$ cat src/rtl/mul_seq_pkg.sv
// Shared types and constants for the two-requester sequential multiplier.
package mul_seq_pkg;

    localparam int MUL_W = 8;

    typedef enum logic [1:0] {
        IDLE = 2'd0,
        BUSY = 2'd1,
        DONE = 2'd2
    } state_t;

endpackage

$ cat src/rtl/rr_arb2.sv
// Two-way round-robin grant: a lone requester always wins, a tie goes to
// whichever requester was not granted last.
module rr_arb2 (
    input  logic [1:0] req,
    input  logic [0:0] last,
    input  logic       enable,
    output logic [1:0] gnt
);

    always_comb begin
        // NOTE: default first so no path leaves gnt unassigned (no latch).
        gnt = 2'b00;
        if (enable) begin
            case (req)
                2'b01:   gnt = 2'b01;
                2'b10:   gnt = 2'b10;
                2'b11:   gnt = last[0] ? 2'b01 : 2'b10;
                default: gnt = 2'b00;
            endcase
        end
    end

endmodule

$ cat src/rtl/mul_seq_arb.sv
// Shift-add multiplier shared by two requesters: one operand pair at a time,
// one multiplier bit per cycle, result held until the consumer takes it.
module mul_seq_arb
    import mul_seq_pkg::*;
#(
    parameter int W = MUL_W
) (
    input  logic             clk,
    input  logic             rst_n,
    input  logic [1:0]       req_valid,
    output logic [1:0]       req_ready,
    input  logic [W-1:0]     a0,
    input  logic [W-1:0]     b0,
    input  logic [W-1:0]     a1,
    input  logic [W-1:0]     b1,
    output logic             res_valid,
    input  logic             res_ready,
    output logic [2*W-1:0]   res_data,
    output logic             res_id,
    output logic             busy
);

    localparam int            CW       = (W > 1) ? $clog2(W) : 1;
    localparam logic [CW-1:0] LAST_BIT = CW'(W - 1);

    state_t           state_q, state_d;
    logic [W-1:0]     a_q, b_q;
    logic [2*W-1:0]   acc_q, acc_d, partial;
    logic [2*W-1:0]   res_data_q;
    logic [CW-1:0]    cnt_q;
    logic             id_q, res_id_q, last_q;
    logic [1:0]       gnt;
    logic             arb_en, accept, last_step, res_fire;

    rr_arb2 u_arb (
        .req    (req_valid),
        .last   (last_q),
        .enable (arb_en),
        .gnt    (gnt)
    );

    assign accept    = |gnt;
    assign last_step = (state_q == BUSY) && (cnt_q == LAST_BIT);
    assign res_fire  = (state_q == DONE) && res_ready;

    assign partial = b_q[cnt_q] ? ({{W{1'b0}}, a_q} << cnt_q) : '0;
    assign acc_d   = acc_q + partial;

    always_ff @(posedge clk or negedge rst_n) begin
        if (!rst_n) begin
            state_q <= IDLE;
        end else begin
            state_q <= state_d;
        end
    end

    always_comb begin
        state_d = state_q;
        case (state_q)
            IDLE:    if (accept)    state_d = BUSY;
            BUSY:    if (last_step) state_d = DONE;
            DONE:    if (res_fire)  state_d = IDLE;
            default:                state_d = IDLE;
        endcase
    end

    // Arbiter is gated by rst_n so no grant is shown while reset is held.
    always_comb begin
        arb_en    = (state_q == IDLE) && rst_n;
        req_ready = gnt;
        busy      = (state_q != IDLE);
        res_valid = (state_q == DONE);
        res_data  = res_data_q;
        res_id    = res_id_q;
    end

    // last_q resets to 1 so requester 0 wins the first tie.
    always_ff @(posedge clk or negedge rst_n) begin
        if (!rst_n) begin
            a_q        <= '0;
            b_q        <= '0;
            acc_q      <= '0;
            cnt_q      <= '0;
            id_q       <= 1'b0;
            last_q     <= 1'b1;
            res_data_q <= '0;
            res_id_q   <= 1'b0;
        end else if (accept) begin
            // NOTE: non-blocking so every register here samples pre-edge values.
            a_q    <= gnt[1] ? a1 : a0;
            b_q    <= gnt[1] ? b1 : b0;
            id_q   <= gnt[1];
            last_q <= gnt[1];
            acc_q  <= '0;
            cnt_q  <= '0;
        end else if (state_q == BUSY) begin
            acc_q <= acc_d;
            cnt_q <= cnt_q + CW'(1);
            if (last_step) begin
                res_data_q <= acc_d;
                res_id_q   <= id_q;
            end
        end
    end

endmodule

$ cat config.mk
export PLATFORM = sky130hd
export DESIGN_NAME = mul_seq_arb
export DESIGN_NICKNAME = d
export VERILOG_FILES = /design/src/rtl/mul_seq_pkg.sv /design/src/rtl/rr_arb2.sv /design/src/rtl/mul_seq_arb.sv
export SDC_FILE = /design/constraint.sdc
export NUM_CORES = 1
export LEC_CHECK = 0
export BUFFER_PORTS_ARGS = -buffer_cell sky130_fd_sc_hd__buf_4
export CORE_UTILIZATION = 53
export CTS_CLUSTER_SIZE = 20
export DETAILED_ROUTE_END_ITERATION = 8
export PLACE_DENSITY = 0.86
export SLEW_MARGIN = 40
export SYNTH_ARGS = -nofsm -noshare
export SYNTH_HDL_FRONTEND = slang
export SYNTH_SLANG_ARGS = --single-unit
$ cat constraint.sdc
create_clock -name clk -period 4.2 [get_ports clk]
set_input_delay 0.63 -clock clk [delete_from_list [all_inputs] [get_ports clk]]
set_output_delay 0.63 -clock clk [all_outputs]
set_load 0.02 [all_outputs]
* Yosys cells after proc, flatten, opt, wreduce, memory -nomap -nowiden
Cells that the tools add are included.
** Word-level totals
- Flip-flop bits (word level) :: 56
- Bits of input ports :: 37
- Logic and storage cells :: 48
** Operators by class
- Add/subtract/negate cells :: 2
- Magnitude comparators :: 1
- Equal/unequal tests :: 9
- Shift operators :: 1
- Muxes and demuxes :: 16
- Bitwise logic cells :: 1
- Reduce and logical (&&, ||, !) cells :: 9
** Operators by type and width (count)
- 16-bit 2-to-1 mux :: 3
- 16-bit adder :: 1
- 8-bit 2-to-1 mux :: 2
- 8-bit by 3-bit left shift with 16-bit output :: 1
- 2-bit case mux with 3 select lines :: 2
- 2-bit 2-to-1 mux :: 5
- 2-bit == test (second input constant) :: 3
- 3-bit 2-to-1 mux :: 2
- 3-bit AND reduction :: 2
- 2-bit by 1-bit == test with 1-bit output (second input constant) :: 2
- 3-bit by 4-bit < comparator with 1-bit output (second input constant) :: 1
- 2-bit != test (second input constant) :: 2
- 2-bit nonzero test :: 2
- 3-bit by 1-bit adder with 3-bit output (second input constant) :: 1
- 1-bit binary-select mux with 3-bit select :: 1
- 3-bit == test (second input constant) :: 1
- 1-bit logical AND :: 3
- 2-bit zero test :: 1
- 2-bit by 1-bit != test with 1-bit output (second input constant) :: 1
- 2-bit OR reduction :: 1
- 1-bit 2-to-1 mux :: 1
- 1-bit inverter :: 1

* Logic depth before layout (Yosys ltp)
- Depth after elaboration :: 6
- Mapped depth :: 15
- Gate-level depth less buffers :: 13

* By module
From an unflattened synthesis, not the netlist that was laid out.
** Unflattened totals
- Cells, all modules :: 434
- Area total of the unflattened synthesis :: 3717.3 µm²
** By module, submodules not included
- mul_seq_arb :: instances 1, cells an instance 429, area each 3696.0 µm²
- rr_arb2 :: instances 1, cells an instance 5, area each 21.3 µm²

* Worst setup path after synthesis
OpenSTA, ideal clock, no wires.
- Path kind :: reg2reg
- From :: reg cnt_q[0]
- To :: reg res_data_q[11], in the netlist res_data[11]
- Library setup time :: 0.125 ns
- Data arrival time :: 3.188 ns
- Required time :: 4.075 ns
- Slack :: 0.887 ns
- Cell stages (with the launch flop) :: 14
- Buffers on the path :: 2
- Clock period less this slack :: 3.313 ns
- Cells stage by stage :: dfrtp_1 -> buf_2 -> mux4_2 -> nand2_1 -> and2_1 -> clkbuf_1 -> a21oi_1 -> ha_1 -> a21o_1 -> a31o_1 -> o21a_1 -> or3_1 -> xor2_1 -> mux2_2
** On the way
- Word-level cells in the longest chain between the ends :: 4
- Elaborated cells between the ends (all ways) :: 8
** RTL lines
- start: declaration :: line mul_seq_arb.sv:30 : logic [CW-1:0] cnt_q;
- start signal: assignment :: line mul_seq_arb.sv:98 : cnt_q <= cnt_q + CW'(1);
- 1-bit binary-select mux with 3-bit select :: line mul_seq_arb.sv:46 : assign partial = b_q[cnt_q] ? ({{W{1'b0}}, a_q} << cnt_q) : '0;
- 1-bit 2-to-1 mux (not written as such) :: line mul_seq_arb.sv:46
- 16-bit 2-to-1 mux :: line mul_seq_arb.sv:46
- 16-bit adder :: line mul_seq_arb.sv:47 : assign acc_d = acc_q + partial;
- end signal: assignment :: line mul_seq_arb.sv:86 : res_data_q <= '0;
- end signal: assignment :: line mul_seq_arb.sv:100 : res_data_q <= acc_d;
- end: declaration :: line mul_seq_arb.sv:29 : logic [2*W-1:0] res_data_q;
Several ways; a longest one is shown, not always the timed one. The select of a mux whose other input is x is not followed.
A chain may end at the register's enable or synchronous reset.

* Worst setup path in the final report
- From :: reg cnt_q[0]
- To :: reg res_data_q[12], in the netlist res_data[12]
Same word-level chain as after synthesis.

==> summary.md <==
| Metric | Value |
|---|---|
| Post-CTS Resized | 0 |
| Clock H-tree levels | 2 |
| Critical Path Source | cnt_q[0] |
| Layout cells sized above 1 | approximately a fifth |
| Max-cap violations | 0 |
| Largest net degree at the start of global routing | 40 |
| Clock Path Buffers | 2 |
| Sw Share | 46.9% |
| Core Util, Final | 63.6% |
| Worst R2R Start | cnt_q[0] |
| Critical path class | register to register |
| Pint | 1.79 mW |
| Initial antenna violation count | 0 |
| Pre-CTS setup slack | 0.453 ns |
| Ys flop type | dfrtp_1 |
| Final Hold Fails | 0 |
| Postcts setup bufs | 0 |
| Clock latency on the worst-skew pair | 0.32 ns |
| Period utilization | 90.2% |
| Post-DR wirelength/cell | 15.2 um |
| Crit end category | register |
| Required time worst endpoint | ~4.4 ns |
| Synth warn | 0 |
| VDD IR max | 0.481 mV |
| Syn avg cell area | around 8.8 um^2 |
| Synth Register Bits | 56 |
| Via count | a little over 3,000 |
| Cts hold-fix bufs | 0 |
| Endpoints failing setup | 0 |
| Slew @ Worst Pin | roughly 0.77 ns |
| Worst Setup Slack, final | 0.412 ns |
| Post-synth EDFFs | 0 |
| Async SR Flop Fraction | between 90% and 100% |
| Lkg Pwr | about 2.0 nW |
| RSZ-0062 raised after global routing | false |
| Fill cells | 524 |
| Clock sinks | 56 |
| Slew margin rel. | approximately 48% |
| Synth unique cells | 54 |
| Post-Route WL | 7840 um |
| P_sw | 1.58 mW |
| Nets | 494 |
| Iter 0 DRT Violations | around 140 |
| Setup tns final | 0 ns |
| Register Area | approximately 0.0014 mm^2 |
| Sequential power share | between 30% and 40% |
| Min Tclk post-route | approximately 3.8 ns |
| Hold/Removal Path Class | input port to asynchronous set/reset pin |
| CTS tree | built |
| Die X | ~83 um |
| Root Buffer | clkbuf_8 |
| CP Launch Type | register |
| IO Port Bufs | 57 |
| DRC | 0 |
| Total CTS buffers | 5 |
| First-pass GRT wire length | between 10,000 and 15,000 um |
| DIE HEIGHT | 82.6 um |
| # diodes | 0 |
| Die area | 0.00683 mm^2 |
| Worst path bufs/invs | 0 |
| Fmax | between 0.2 and 0.3 GHz |
| Number of global-route vias before repair | slightly below 3,000 |
| Area post-placement | about 0.004 mm^2 |
| Finished Cell Area | 0.00402 mm^2 |
| Dpl cells | roughly 510 |
| Final Non-Filler Cells | just over 500 |
| Placement row count | 29 |
| Synthesis-to-finish area growth | 16.6% |
| Slowest-stage cell, CP | dfrtp_1 |
| Hold WS | 0.159 ns |
| Area contributors post-synth | dfrtp_1 40%, nand2_1 8.4%, ha_1 6.2%, nor2_1 5.2%, a31oi_1 3.3% |
| HPWL after DPL | about 5900 um |
| Max stage delay on crit path | between 0.7 and 0.8 ns |
| Sequential share of the synthesized area | approximately two fifths |
| Synthesized net count | about 450 |
| Mapped cell area | between 0.003 and 0.004 mm^2 |
| Combinational share of power | approximately three fifths |
| Initial Utilization | between 50% and 60% |
| Delay-heaviest family, CP | compound AO/OA/AOI/OAI gates |
| Outcome | finished, final reports clean |
| Total power draw | 3.36 mW |
| Clock share of power | roughly 9% |
| Pwr dens | between 800 and 900 mW/mm^2 |
| # IOs | 58 |
| CP Cell Sequence | mux4_2 -> nand2_1 -> and2_1 -> a21oi_1 -> ha_1 -> a21o_1 -> a221oi_2 -> nor3_2 -> a211oi_4 -> nor4b_1 -> a211o_1 |
| Max FO, Critical Path | 19 |
| Post-route ant nets | 0 |
| Total global routing overflow | 0 |
| Arrival time at the worst endpoint | ~4.0 ns |
| Core area | between 0.006 and 0.007 mm^2 |
| Gpl congestion | between 0.9 and 1 |
| Final Skew | 0.0152 ns |
| Post-synth top area cell | dfrtp_1 |
| Vias/cell | ~6 |
| TritonRoute pass-1 iters | 4 |
| Total Routing Usage GR | 25.4% |
| Footprint of the multi-input gates | ~0.0019 mm^2 |
| Post-Syn Instances | between 300 and 400 |
| Slew Viols, Final | 0 |
| Post-synth top area share | between 30 and 40% |
| Worst-path clk slew | 0.11 ns |
-- routing by layer --
| layer | track usage, % | vias up | wire, um | part of all wire (%) |
|---|---|---|---|---|
| met4 | 8.45 | 0 | 152 | 1.9 |
| met3 | 4.84 | 15 | 458 | 5.8 |
| li1 | - | 1477 | - | - |
| met5 | 0 | - | 0 | 0 |
| met2 | 43.4 | 92 | 3810 | 49 |
| met1 | 32.2 | 1434 | 3420 | 44 |
-- flip-flops by register name (all words and copies together) (netlist names) --
name	flops
a_q	8
acc_q	16
b_q	8
cnt_q	3
id_q	1
last_q	1
res_data	16
res_id	1
state_q	2
-- cell type report --
cell class,count,area share (%)
flip-flops and latches,56,34.9
multi-input cells,302,47.7
well taps,77,2.40
repair buffers,62,11.6
clock buffers,5,1.71
clock inverters,3,0.592
inverters,12,1.12
-- path summary, 6_finish.rpt --
check | endpoint | slack (ns) | cells after the start
min in group clk | state_q[1] | 0.48 | 2
min | b_q[0] | 0.16 | 1
max in group asynchronous | cnt_q[2] | 3.26 | 2
max | res_data[12] | 0.41 | 11
max reg2reg | res_data[12] | 0.41 | 11
min reg2reg | last_q | 0.49 | 2
-- cells by family (layout without fill, tap and decap cells) --
kind of cell | after synthesis | after routing | share of synthesized area (%)
DFF | 56 | 56 | 40.7
and+or+nand+nor | 166 | 166 | 21.2
adders and majority gates | 18 | 18 | 6.76
muxes | 17 | 17 | 5.99
xor gates and xnor gates | 10 | 10 | 2.54
buffers and inverters | 32 | 82 | 3.67
AOI/OAI and AO/OA | 91 | 91 | 19.1
-- power by group through the flow --
stage	registers (mW)	clock network, mW	logic, mW
global route	1.05	0.332	2.27
floorplan	1.01	0	1.49
finish	1.01	0.304	2.04
CTS	1.01	0.309	2.03
global placement	1.01	0	1.96
detailed placement	1.03	0	2.02
-- worst register-to-register path, delay by kind of cell, from the launching register on --
family	cells	cell delay (ns)
and+or+nand+nor	4	0.63
AOI/OAI and AO/OA	5	1.38
adders and majority gates	1	0.35
muxes	1	0.57
DFF	1	0.74
-- synthesized netlist by cell type, types with 6 or more instances --
cell	count
nand4_1	6
mux2_2	9
a21oi_1	15
nand2_1	77
o21ai_0	13
dfrtp_1	55
a31oi_1	18
ha_1	17
nor2_1	48
inv_1	11
mux2i_1	6
a22o_1	11
nand3_1	7
clkbuf_1	14
a21o_1	7
-- cells in the final DEF, fill, tap and decap left out, types with 2 or more instances in the layout --
cell / n
nand4_1: 6
o21bai_1: 4
a21oi_1: 15
nand2_1: 77
xor2_1: 5
nand2b_1: 3
clkinvlp_4: 2
and3_1: 5
o21a_1: 3
dfrtp_1: 55
inv_1: 11
o311ai_0: 4
a211o_1: 3
nand3_1: 7
clkbuf_8: 5
o21ai_0: 13
xnor2_1: 5
nor2b_1: 3
buf_4: 62
and2_1: 3
a22o_1: 11
a211oi_1: 2
ha_1: 17
nor4_1: 2
mux2i_1: 6
nor3_1: 4
nor2_1: 48
mux2_2: 9
mux4_2: 2
a31oi_1: 18
a21o_1: 7
Note: power is estimated with default switching activity, not from simulation.
